<file path="config.mk">
export PLATFORM = sky130hd
export DESIGN_NAME = des_key_sched
export DESIGN_NICKNAME = d
export VERILOG_FILES = /design/src/rtl/des_pkg.sv /design/src/rtl/des_pc2.sv /design/src/rtl/des_key_sched.sv
export SDC_FILE = /design/constraint.sdc
export NUM_CORES = 1
export LEC_CHECK = 0
export ABC_AREA = 1
export CORE_AREA = 3 3 145 147
export DETAILED_ROUTE_END_ITERATION = 10
export DIE_AREA = 0 0 148 150
export SLEW_MARGIN = 10
export SYNTH_ARGS = -nofsm -noshare
export SYNTH_HDL_FRONTEND = slang
export SYNTH_SLANG_ARGS = --single-unit
</file>
<file path="constraint.sdc">
create_clock -name clk -period 2.4 [get_ports clk]
set_input_delay 0.36 -clock clk [delete_from_list [all_inputs] [get_ports clk]]
set_output_delay 0.36 -clock clk [all_outputs]
set_load 0.005 [all_outputs]
</file>
<file path="src/rtl/des_pkg.sv">
// -----------------------------------------------------------------------------
// des_pkg
// Shared DES key-schedule definitions: the PC-1 and PC-2 permutation tables,
// the per-round left (encrypt) and right (decrypt) rotation amounts, and the
// helper functions built on them. Used by the iterative key schedule and by
// the datapath round stage.
//
// Bit numbering follows DES: index 0 of every [0:N-1] vector is DES bit 1.
// Table entries are the 1-based DES bit numbers exactly as published, so the
// tables can be compared against the standard by eye.
// -----------------------------------------------------------------------------
package des_pkg;

  // Key-schedule control states
  typedef enum logic {
    ST_IDLE = 1'b0,
    ST_RUN  = 1'b1
  } ks_state_e;

  // PC-1: 64-bit key -> 56-bit C||D (parity bits 8,16,..,64 never selected)
  localparam logic [6:0] PC1_TAB [0:55] = '{
    7'd57, 7'd49, 7'd41, 7'd33, 7'd25, 7'd17, 7'd9,
    7'd1,  7'd58, 7'd50, 7'd42, 7'd34, 7'd26, 7'd18,
    7'd10, 7'd2,  7'd59, 7'd51, 7'd43, 7'd35, 7'd27,
    7'd19, 7'd11, 7'd3,  7'd60, 7'd52, 7'd44, 7'd36,
    7'd63, 7'd55, 7'd47, 7'd39, 7'd31, 7'd23, 7'd15,
    7'd7,  7'd62, 7'd54, 7'd46, 7'd38, 7'd30, 7'd22,
    7'd14, 7'd6,  7'd61, 7'd53, 7'd45, 7'd37, 7'd29,
    7'd21, 7'd13, 7'd5,  7'd28, 7'd20, 7'd12, 7'd4
  };

  // PC-2: 56-bit C||D -> 48-bit round subkey
  localparam logic [5:0] PC2_TAB [0:47] = '{
    6'd14, 6'd17, 6'd11, 6'd24, 6'd1,  6'd5,
    6'd3,  6'd28, 6'd15, 6'd6,  6'd21, 6'd10,
    6'd23, 6'd19, 6'd12, 6'd4,  6'd26, 6'd8,
    6'd16, 6'd7,  6'd27, 6'd20, 6'd13, 6'd2,
    6'd41, 6'd52, 6'd31, 6'd37, 6'd47, 6'd55,
    6'd30, 6'd40, 6'd51, 6'd45, 6'd33, 6'd48,
    6'd44, 6'd49, 6'd39, 6'd56, 6'd34, 6'd53,
    6'd46, 6'd42, 6'd50, 6'd36, 6'd29, 6'd32
  };

  // Left rotation applied before subkey j (index j-1), encrypt order
  localparam logic [1:0] LS_TAB [0:15] = '{
    2'd1, 2'd1, 2'd2, 2'd2, 2'd2, 2'd2, 2'd2, 2'd2,
    2'd1, 2'd2, 2'd2, 2'd2, 2'd2, 2'd2, 2'd2, 2'd1
  };

  // Right rotation applied before subkey j (index j-1), decrypt order.
  // The first entry is 0 because PC-1 output already equals C16/D16
  // (the left shifts sum to a full 28-bit turn).
  localparam logic [1:0] RS_TAB [0:15] = '{
    2'd0, 2'd1, 2'd2, 2'd2, 2'd2, 2'd2, 2'd2, 2'd2,
    2'd1, 2'd2, 2'd2, 2'd2, 2'd2, 2'd2, 2'd2, 2'd1
  };

  // Permuted choice 1
  function automatic logic [0:55] pc1(input logic [0:63] key);
    logic [0:55] r;
    for (int i = 0; i < 56; i++) begin
      r[i] = key[6'(PC1_TAB[i] - 7'd1)];
    end
    return r;
  endfunction

  // Permuted choice 2
  function automatic logic [0:47] pc2(input logic [0:55] cd);
    logic [0:47] r;
    for (int i = 0; i < 48; i++) begin
      r[i] = cd[6'(PC2_TAB[i] - 6'd1)];
    end
    return r;
  endfunction

  // Circular left rotation of a 28-bit half (towards index 0 / DES bit 1)
  function automatic logic [0:27] rotl28(input logic [0:27] x, input logic [1:0] n);
    return (x << n) | (x >> (5'd28 - {3'b000, n}));
  endfunction

  // Circular right rotation of a 28-bit half (towards index 27 / DES bit 28)
  function automatic logic [0:27] rotr28(input logic [0:27] x, input logic [1:0] n);
    return (x >> n) | (x << (5'd28 - {3'b000, n}));
  endfunction

endpackage

</file>
<file path="src/rtl/des_pc2.sv">
// -----------------------------------------------------------------------------
// des_pc2
// Combinational PC-2 compression of the 56-bit C||D register pair into a
// 48-bit round subkey. Shared between the iterative and pipelined schedules.
//
// Ports:
//   cd  in  56  [0:55] C (bits 0..27) concatenated with D (bits 28..55)
//   k   out 48  [0:47] round subkey
// -----------------------------------------------------------------------------
module des_pc2
  import des_pkg::*;
(
  input  logic [0:55] cd,
  output logic [0:47] k
);

  // Pure bit selection, no logic levels beyond wiring
  always_comb begin
    k = pc2(cd);
  end

endmodule

</file>
<file path="src/rtl/des_key_sched.sv">
// -----------------------------------------------------------------------------
// des_key_sched
// Iterative DES key schedule. On an accepted start the key is loaded through
// PC-1, the first rotation is applied in the same edge, and the subkeys are
// then presented one per valid/ready handshake. Decrypt order is produced by
// rotating C/D to the right, so no subkey storage is needed.
//
// Ports:
//   clk       in   1   clock, rising edge
//   rst       in   1   asynchronous active-high reset
//   key_in    in  64   [0:63] DES key incl. parity bits
//   decrypt   in   1   0: K1..Kn order, 1: K16..K(17-n) order; sampled with start
//   start     in   1   load key when idle, ignored while busy
//   busy      out  1   high from accepted start until final handshake
//   sk_valid  out  1   sk_out/sk_idx valid
//   sk_ready  in   1   consumer accepts the subkey when sk_valid && sk_ready
//   sk_out    out 48   [0:47] current subkey
//   sk_idx    out  4   DES round number of sk_out minus 1
//   done      out  1   one-cycle pulse after the final handshake
//
// Parameter:
//   NUM_ROUNDS  subkeys emitted per key (1..16)
// -----------------------------------------------------------------------------
module des_key_sched
  import des_pkg::*;
#(
  parameter int NUM_ROUNDS = 16
) (
  input  logic        clk,
  input  logic        rst,
  input  logic [0:63] key_in,
  input  logic        decrypt,
  input  logic        start,
  output logic        busy,
  output logic        sk_valid,
  input  logic        sk_ready,
  output logic [0:47] sk_out,
  output logic [3:0]  sk_idx,
  output logic        done
);

  localparam logic [3:0] LAST_CNT = 4'(NUM_ROUNDS - 1);

  ks_state_e   state_r;
  logic [3:0]  cnt_r;
  logic [0:27] c_r;
  logic [0:27] d_r;
  logic        dec_r;
  logic [0:47] sk_out_r;
  logic [3:0]  sk_idx_r;
  logic        sk_valid_r;
  logic        busy_r;
  logic        done_r;

  logic [0:55] cd_base_s;
  logic [3:0]  sh_idx_s;
  logic        dec_sel_s;
  logic [0:27] c_nxt_s;
  logic [0:27] d_nxt_s;
  logic [0:55] cd_nxt_s;
  logic [0:47] sk_nxt_s;
  logic        adv_s;

  // Rotation source: fresh PC-1 of the key while idle, current C/D while running.
  // While running, the next subkey is j = cnt_r + 2, whose table index is cnt_r + 1.
  // After the final subkey this index may wrap, but the result is never loaded.
  always_comb begin
    cd_base_s = {c_r, d_r};
    sh_idx_s  = cnt_r + 4'd1;
    dec_sel_s = dec_r;
    if (state_r == ST_IDLE) begin
      cd_base_s = pc1(key_in);
      sh_idx_s  = 4'd0;
      dec_sel_s = decrypt;
    end else begin
      cd_base_s = {c_r, d_r};
      sh_idx_s  = cnt_r + 4'd1;
      dec_sel_s = dec_r;
    end
  end

  // Next C/D: each 28-bit half rotates independently, left or right by table amount
  always_comb begin
    c_nxt_s = cd_base_s[0:27];
    d_nxt_s = cd_base_s[28:55];
    if (dec_sel_s) begin
      c_nxt_s = rotr28(cd_base_s[0:27],  RS_TAB[sh_idx_s]);
      d_nxt_s = rotr28(cd_base_s[28:55], RS_TAB[sh_idx_s]);
    end else begin
      c_nxt_s = rotl28(cd_base_s[0:27],  LS_TAB[sh_idx_s]);
      d_nxt_s = rotl28(cd_base_s[28:55], LS_TAB[sh_idx_s]);
    end
  end

  // Concatenate rotated halves for compression
  always_comb begin
    cd_nxt_s = {c_nxt_s, d_nxt_s};
  end

  des_pc2 u_pc2 (
    .cd (cd_nxt_s),
    .k  (sk_nxt_s)
  );

  // Handshake only counts while running
  always_comb begin
    adv_s = (state_r == ST_RUN) && sk_valid_r && sk_ready;
  end

  // Control FSM, round counter and registered datapath/outputs
  always_ff @(posedge clk or posedge rst) begin
    if (rst) begin
      state_r    <= ST_IDLE;
      cnt_r      <= 4'd0;
      c_r        <= 28'd0;
      d_r        <= 28'd0;
      dec_r      <= 1'b0;
      sk_out_r   <= 48'd0;
      sk_idx_r   <= 4'd0;
      sk_valid_r <= 1'b0;
      busy_r     <= 1'b0;
      done_r     <= 1'b0;
    end else begin
      case (state_r)
        ST_IDLE: begin
          done_r <= 1'b0;
          if (start) begin
            state_r    <= ST_RUN;
            busy_r     <= 1'b1;
            sk_valid_r <= 1'b1;
            dec_r      <= decrypt;
            cnt_r      <= 4'd0;
            c_r        <= c_nxt_s;
            d_r        <= d_nxt_s;
            sk_out_r   <= sk_nxt_s;
            sk_idx_r   <= decrypt ? 4'd15 : 4'd0;
          end else begin
            state_r    <= ST_IDLE;
          end
        end
        ST_RUN: begin
          done_r <= 1'b0;
          if (adv_s) begin
            if (cnt_r == LAST_CNT) begin
              // Last subkey taken: sk_out/sk_idx keep their final value
              state_r    <= ST_IDLE;
              busy_r     <= 1'b0;
              sk_valid_r <= 1'b0;
              done_r     <= 1'b1;
            end else begin
              cnt_r    <= cnt_r + 4'd1;
              c_r      <= c_nxt_s;
              d_r      <= d_nxt_s;
              sk_out_r <= sk_nxt_s;
              // Decrypt index for subkey j = cnt_r + 2 is 16 - j = 14 - cnt_r
              sk_idx_r <= dec_r ? (4'd14 - cnt_r) : (cnt_r + 4'd1);
            end
          end else begin
            state_r <= ST_RUN;
          end
        end
        default: begin
          state_r    <= ST_IDLE;
          busy_r     <= 1'b0;
          sk_valid_r <= 1'b0;
          done_r     <= 1'b0;
        end
      endcase
    end
  end

  assign busy     = busy_r;
  assign sk_valid = sk_valid_r;
  assign sk_out   = sk_out_r;
  assign sk_idx   = sk_idx_r;
  assign done     = done_r;

endmodule

</file>
# [After elaboration in Yosys (flattened, before gate mapping)]
# Memory sizes are Yosys's and may differ from the RTL's.
# Index checks and enable logic that the tools add are counted.
[op_classes] add_sub_neg=4 order_cmp=1 eq_ne=5 n_shift=8 muxes=42 bitwise_logic=6 reduce_logical=5
[op_table] operator="28-bit two-way mux" count=8
[op_table] operator="48-bit two-way mux" count=3
[op_table] operator="28-bit bitwise OR" count=4
[op_table] operator="28-bit case mux with 2 select lines" count=2
[op_table] operator="48-bit case mux with 2 select lines" count=1
[op_table] operator="56-bit two-way mux" count=1
[op_table] operator="28-bit by 2-bit left shift with 28-bit output" count=2
[op_table] operator="28-bit by 5-bit left shift with 28-bit output" count=2
[op_table] operator="28-bit by 2-bit >> shifter with 28-bit output" count=2
[op_table] operator="28-bit by 5-bit >> shifter with 28-bit output" count=2
[op_table] operator="4-bit two-way mux" count=9
[op_table] operator="4-bit case mux with 2 select lines" count=2
[op_table] operator="1-bit two-way mux" count=9
[op_table] operator="2-bit two-way mux" count=4
[op_table] operator="3-bit by 3-bit subtractor with 4-bit output (first input constant)" count=2
[op_table] operator="1-bit case mux with 2 select lines" count=3
[op_table] operator="3-bit AND reduction" count=2
[op_table] operator="5-bit greater-or-equal comparator (second input constant)" count=1
[op_table] operator="4-bit inverter with 5-bit output" count=1
[op_table] operator="4-bit by 1-bit adder with 4-bit output (second input constant)" count=1
[op_table] operator="4-bit == test (second input constant)" count=1
[op_table] operator="2-bit by 1-bit inequality test with 1-bit output (second input constant)" count=2
[op_table] operator="2-bit inequality test (second input constant)" count=2
[op_table] operator="4-bit subtractor (first input constant)" count=1
[op_table] operator="other kinds (3)" count=4
[totals] ff_bits=116 romBits=64 in_bits=69 out_inout_bits=55 wordCells=82 memories=2
[mem_list] name="(no name shown)" depth=16 word_bits=2 rd=1 rd_clocked_by_memory_dff=0 wr=0 line_no="des_key_sched.sv:91" text="d_nxt_s = rotl28(cd_base_s[28:55], LS_TAB[sh_idx_s]);"
[mem_list] name="(no name shown)" depth=16 word_bits=2 rd=1 rd_clocked_by_memory_dff=0 wr=0 line_no="des_key_sched.sv:88" text="d_nxt_s = rotr28(cd_base_s[28:55], RS_TAB[sh_idx_s]);"

# [Depth between registers and ports, before layout]
# Gate-level depths: netlist (run 1).
[depth] depth_word=13 depth_mapped=17 ltp_nobuf=15

# [By module]
# Synthesis (run 1) repeated with hierarchy kept, for this count alone.
[unflattened] hier_cells=1259 hier_area_um2=8219.1
[by_module_without_submodules] module="des_key_sched" instances=1 cells_each=1211 area_each_um2=7858.8 seq_area_each_um2=2902.8
[by_module_without_submodules] module="des_pc2" instances=1 cells_each=48 area_each_um2=360.3 seq_area_each_um2=0.0

# [Worst setup path before layout (run 1)]
# Ideal clock, no wire load.
[synth_timing] kind="register to register" start="register cnt_r[0]" end="register c_r[24] (netlist name)" setup_ps=66 arrival_ps=2403 required_ps=2334 slack_ps=-68 stages_incl_launch_ff=15 n_path_buf=2 synth_period_minus_slack_ps=2468 path_cell_list="dfrtp_1 ha_1 nand2_1 nand2_1 inv_2 nand2_1 nand2_4 buf_2 ha_1 buf_2 nor2_1 nand3_1 nand4_1 nand3_1 nand2_1"
[synth_between] elab_chain_len=13 elab_cells_between_ends=25 cone_classes="add/sub (3); eq/ne (2); shift (4); mux (10); bitwise (3); reduce/logical (1); memory (2)"
[synth_lines] element="start, declared" line_no="des_key_sched.sv:45" text="logic [3:0] cnt_r;"
[synth_lines] element="start signal, assigned" line_no="des_key_sched.sv:151" text="cnt_r <= cnt_r + 4'd1;"
[synth_lines] element="4-bit by 1-bit adder with 4-bit output" line_no="des_key_sched.sv:77" text="sh_idx_s = cnt_r + 4'd1;"
[synth_lines] element="4-bit two-way mux" line_no="des_key_sched.sv:71" text="if (state_r == ST_IDLE) begin"
[synth_lines] element="4-bit inverter with 5-bit output (implied by the code)" line_no="des_key_sched.sv:87, des_key_sched.sv:90"
[synth_lines] element="memory read 16 x 2 bit (on tied branches)"
[synth_lines] element="2-bit two-way mux (on tied branches) (2 in series)"
[synth_lines] element="3-bit by 3-bit subtractor with 4-bit output (on tied branches)"
[synth_lines] element="28-bit by 5-bit >> shifter with 28-bit output / 28-bit by 5-bit left shift with 28-bit output (equally long branches)" line_no="des_pkg.sv:78, des_pkg.sv:83"
[synth_lines] element="28-bit bitwise OR (on tied branches)" line_no="des_pkg.sv:78, des_pkg.sv:83"
[synth_lines] element="28-bit two-way mux" line_no="des_key_sched.sv:86" text="if (dec_sel_s) begin"
[synth_lines] element="28-bit two-way mux" line_no="des_key_sched.sv:144" text="if (cnt_r == LAST_CNT) begin"
[synth_lines] element="28-bit two-way mux" line_no="des_key_sched.sv:143" text="if (adv_s) begin"
[synth_lines] element="28-bit case mux with 2 select lines" line_no="des_key_sched.sv:124" text="case (state_r)"
[synth_lines] element="end signal, assigned" line_no="des_key_sched.sv:133" text="c_r <= c_nxt_s;"
[synth_lines] element="end signal, assigned" line_no="des_key_sched.sv:152" text="c_r <= c_nxt_s;"
[synth_lines] element="end, declared" line_no="des_key_sched.sv:46" text="logic [0:27] c_r;"
# Several ways; a longest one is shown, not always the timed one. The select of a mux whose other input is x is not followed.
# A chain may end at the register's enable or synchronous reset.

# [Final worst setup path (run 1)]
[layout_timing] start="register state_r" end="register c_r[27] (netlist name)"
[layout_between] elab_chain_len=12 elab_cells_between_ends=30 cone_classes="add/sub (2); eq/ne (3); shift (4); mux (12); bitwise (4); reduce/logical (3); memory (2)"
[layout_lines] element="start, declared" line_no="des_key_sched.sv:44" text="ks_state_e state_r;"
[layout_lines] element="start signal, assigned" line_no="des_key_sched.sv:113" text="state_r <= ST_IDLE;"
[layout_lines] element="start signal, assigned" line_no="des_key_sched.sv:128" text="state_r <= ST_RUN;"
[layout_lines] element="start signal, assigned" line_no="des_key_sched.sv:138" text="state_r <= ST_IDLE;"
[layout_lines] element="4-bit two-way mux" line_no="des_key_sched.sv:71"
[layout_lines] element="4-bit inverter with 5-bit output (implied by the code)" line_no="des_key_sched.sv:87, des_key_sched.sv:90"
[layout_lines] element="memory read 16 x 2 bit (on tied branches)"
[layout_lines] element="2-bit two-way mux (on tied branches) (2 in series)"
[layout_lines] element="3-bit by 3-bit subtractor with 4-bit output (on tied branches)"
[layout_lines] element="28-bit by 5-bit >> shifter with 28-bit output / 28-bit by 5-bit left shift with 28-bit output (equally long branches)" line_no="des_pkg.sv:78, des_pkg.sv:83"
[layout_lines] element="28-bit bitwise OR (on tied branches)" line_no="des_pkg.sv:78, des_pkg.sv:83"
[layout_lines] element="28-bit two-way mux" line_no="des_key_sched.sv:86"
[layout_lines] element="28-bit two-way mux" line_no="des_key_sched.sv:144"
[layout_lines] element="28-bit two-way mux" line_no="des_key_sched.sv:143"
[layout_lines] element="28-bit case mux with 2 select lines" line_no="des_key_sched.sv:124"
# Several ways; a longest one is shown, not always the timed one. The select of a mux whose other input is x is not followed.

==> flow_summary.yaml, run 1 <==
worst_setup_path:
  slowest_delay_ns: 0.52
  crit_type: "reg2reg"
  crit_chain: "buf_4 > buf_4 > nand2_1 > nand2_1 > nand3_1 > nand2_1 > nor2_1 > nor2_1 > nor2_1 > nor2_1"
  rr_worst_depth: 10
  crit_family: "simple AND/OR/NAND/NOR gates"
  reg2reg_slack_ns: 0.19
  crit_fanout: 38
  r2r-start: "state_r$_DFF_PP0_"
  path_buf_inv: 2
  cp.arrival_ns: 2.50
  cpMostUsedCell: "nor2_1"
  required_ns: 2.68
  slowest_stage: "dfrtp_2"
  cp-end-kind: "register"
  startpoint_type: "register"
  rr_endpoint: "c_r[27]$_DFFE_PP0P_"
grt:
  grt_pass1_wl_microns: 32070
  grt_pass1_vias: 6181
  grt_usage_pct: 17.96
  antenna_found_initial: 0
  grt_max_degree: 69
  grt_overflow: 0
synthesis:
  synthFlopType: "dfrtp_1"
  postSynthCellCount: 998
  synth_seq_cells: 68
  synth_most_common_cell: "nand2_1"
  synthTopCellsByCount: "nand2_1 (399), nand3_1 (119), o21ai_0 (95), dfrtp_1 (68), nor2_1 (64)"
  syn_avg_cell_area_sq_um: 5.940
  synth_edf_count: 0
  synth_top_area_share_pct: 28.70
  synth_area_leader_cell: "dfrtp_1"
  synth_area_leaders: "dfrtp_1 (29%), nand2_1 (25%), nand3_1 (10%)"
  netlist_area_sq_um: 5928
  async_reset_ff_share_pct: 100.0
  syn_nets: 1069
  ys.warnings.count: 0
  seq_area_frac_synth_pct: 28.70
  synth_cell_types: 29
power:
  p_clk_share_pct: 9.9
  irDropWorstVdd_mv: 0.6375
  p_sw_share_pct: 52.82
  p_int_uw: 5865
  p_leak_uw: 0.003530
  p_switching_uw: 6565
  pwr-share-seq_pct: 16.5
  pwr-share-comb_pct: 73.6
  cellPowerDensity_nw_per_um2: 1665
sta:
  tns_ns: 0
  fin_crit_sh_pct: 92.19
  hold_viol: 0
  slew_headroom_pct: 61.89
  clock_skew_ns: 0.01023
  rsz0062_at_grt: "no"
  finalSetupViolCount: 0
  tightestPinTransition_ns: 0.5657
  timing.fmax_ghz: 0.4520
  slew_viol_final: 0
  min_period_ns: 2.213
placement:
  place_congestion: 0.9091
  placement.cell_area_sq_um: 7173
  portBuffers: 115
  hpwl_microns: 14370
outcome:
  status: "completed"
flow_run:
  drv_cap: 0
cells_and_area:
  n_antenna_cell: 0
  final_area_sq_um: 7465
  area_delta_synth_final_pct: 25.92
  drive_above_1_share_pct: 8.049
  final_nets: 1123
routing:
  wirelength_microns: 20080
  vias: 6560
  drc: 0
  ant_nets: 0
  drt_iter0_markers: 715
  drt_first_pass_iters: 5
  vias_per_cell: 4.947
  wl_per_cell_microns: 15.14
cts:
  clockBufferDepth: 2
  postCtsSetupBuffers: 0
  clk_pin_slew_ns: 0.06
  cts_resized: 0
  cts_buffers: 9
  cts_tree: "built"
  clock-sinks: 68
  cts-root-buf: "clkbuf_16"
  cts_hold_buf: 0
  h-tree-depth: 3
  clkLatencyLatePin_ns: 0.35
die:
  dieArea_sq_um: 22200
  die_h_microns: 150
  rows: 52
  initial_core_util_pct: 29.58
  die_w_microns: 148
  coreArea_sq_um: 20040
  ioPinCount: 124
hold_path:
  hp-class: "in2async"
-- power groups by stage --
| stage | combinational [uW] | sequential [uW] | clock (uW) |
|---|---|---|---|
| after global placement | 8920 | 2070 | 0 |
| after floorplan | 6300 | 1970 | 0 |
| final | 9150 | 2050 | 1230 |
| after CTS | 8970 | 2060 | 1260 |
| after detailed placement | 8920 | 2070 | 0 |
| after global routing | 10200 | 2130 | 1320 |
-- sequential cells by signal, indices dropped and copies added, names as in the netlist --
name     flops
sk_out       2
sk_idx       4
c_r         27
state_r      1
done         1
dec_r        1
d_r         27
busy         1
cnt_r        4
-- worst reg2reg max path, delay by kind of cell, from the launching register on --
kind          cells  cell delay, ns
simple gates      8            0.83
flops             1            0.52
buf+inv           2            0.80
-- routing by layer --
metal / GRT usage [%] / routed length, microns / vias up
met5: 0 / 0 / -
li1: - / - / 3299
met4: 5.266 / 335 / 0
met1: 25.53 / 9606 / 2990
met2: 27.97 / 8891 / 243
met3: 3.119 / 1247 / 28
-- cells in the final DEF (no fill, tap or decap), types with 9 or more instances in the layout --
cell type	n
dfrtp_1	67
nand4_1	12
clkdlybuf4s50_1	115
o21ai_1	36
nor2_1	60
or2_2	12
o21ai_0	95
clkbuf_16	9
inv_1	38
nand2_1	396
nand3_1	119
buf_4	28
a21oi_1	17
-- through the flow --
step / instances / total power (uW) / hold WS [ns] / setup WS, ns / util (%)
finish: 1326 / 12430 / 0.4242 / 0.1875 / 37.25
global route: 1326 / 13620 / 0.4835 / 0.02430 / 37.25
CTS: 1326 / 12290 / 0.4371 / 0.09242 / 37.11
detailed placement: 1311 / 10990 / 0.4593 / 0.1294 / 35.80
global placement: 1311 / 10990 / 0.4562 / 0.1577 / 35.80
floorplan: 998 / 8269 / 0.4414 / 0.01396 / -
-- how the worst max path moves through the flow --
| stage | start | endpoint | slack [ns] | cells past startpoint |
|---|---|---|---|---|
| 2_1_floorplan | cnt_r[0]$_DFFE_PP0P_ | c_r[24]$_DFFE_PP0P_ | 0.01 | 16 |
| 3_3_place_gp | cnt_r[0]$_DFFE_PP0P_ | c_r[25]$_DFFE_PP0P_ | 0.16 | 12 |
| 3_5_place_dp | cnt_r[0]$_DFFE_PP0P_ | c_r[25]$_DFFE_PP0P_ | 0.13 | 12 |
| 4_1_cts | cnt_r[0]$_DFFE_PP0P_ | c_r[25]$_DFFE_PP0P_ | 0.09 | 12 |
| 5_1_grt | cnt_r[0]$_DFFE_PP0P_ | c_r[26]$_DFFE_PP0P_ | 0.02 | 15 |
| 6_report | state_r$_DFF_PP0_ | c_r[27]$_DFFE_PP0P_ | 0.19 | 10 |
-- final cells by class --
type	count	area (sq um)
Sequential cell	68	1703
Multi-Input combinational cell	776	3446
Clock inverter	2	12.51
Timing Repair Buffer	153	1548
Tap cell	270	337.8
Inverter	44	167.7
Clock buffer	13	250.2
Fill cell	2226	12570
-- cells by family after synthesis --
logic type / share of synthesized area [%]
and+or+nand+nor: 43.67
AOI/OAI and AO/OA: 13.36
buffers and inverters: 13.68
DFF: 28.70
adders and majority gates: 0.4221
muxes: 0.1689
No activity file was read; power rests on OpenSTA's default activity.
==> run 2, diff against run 1 <==
- SLEW_MARGIN: 10 -> 5
==> results of run 2 <==
Same layout as run 1: the final DEF is identical, and so are final timing and power.
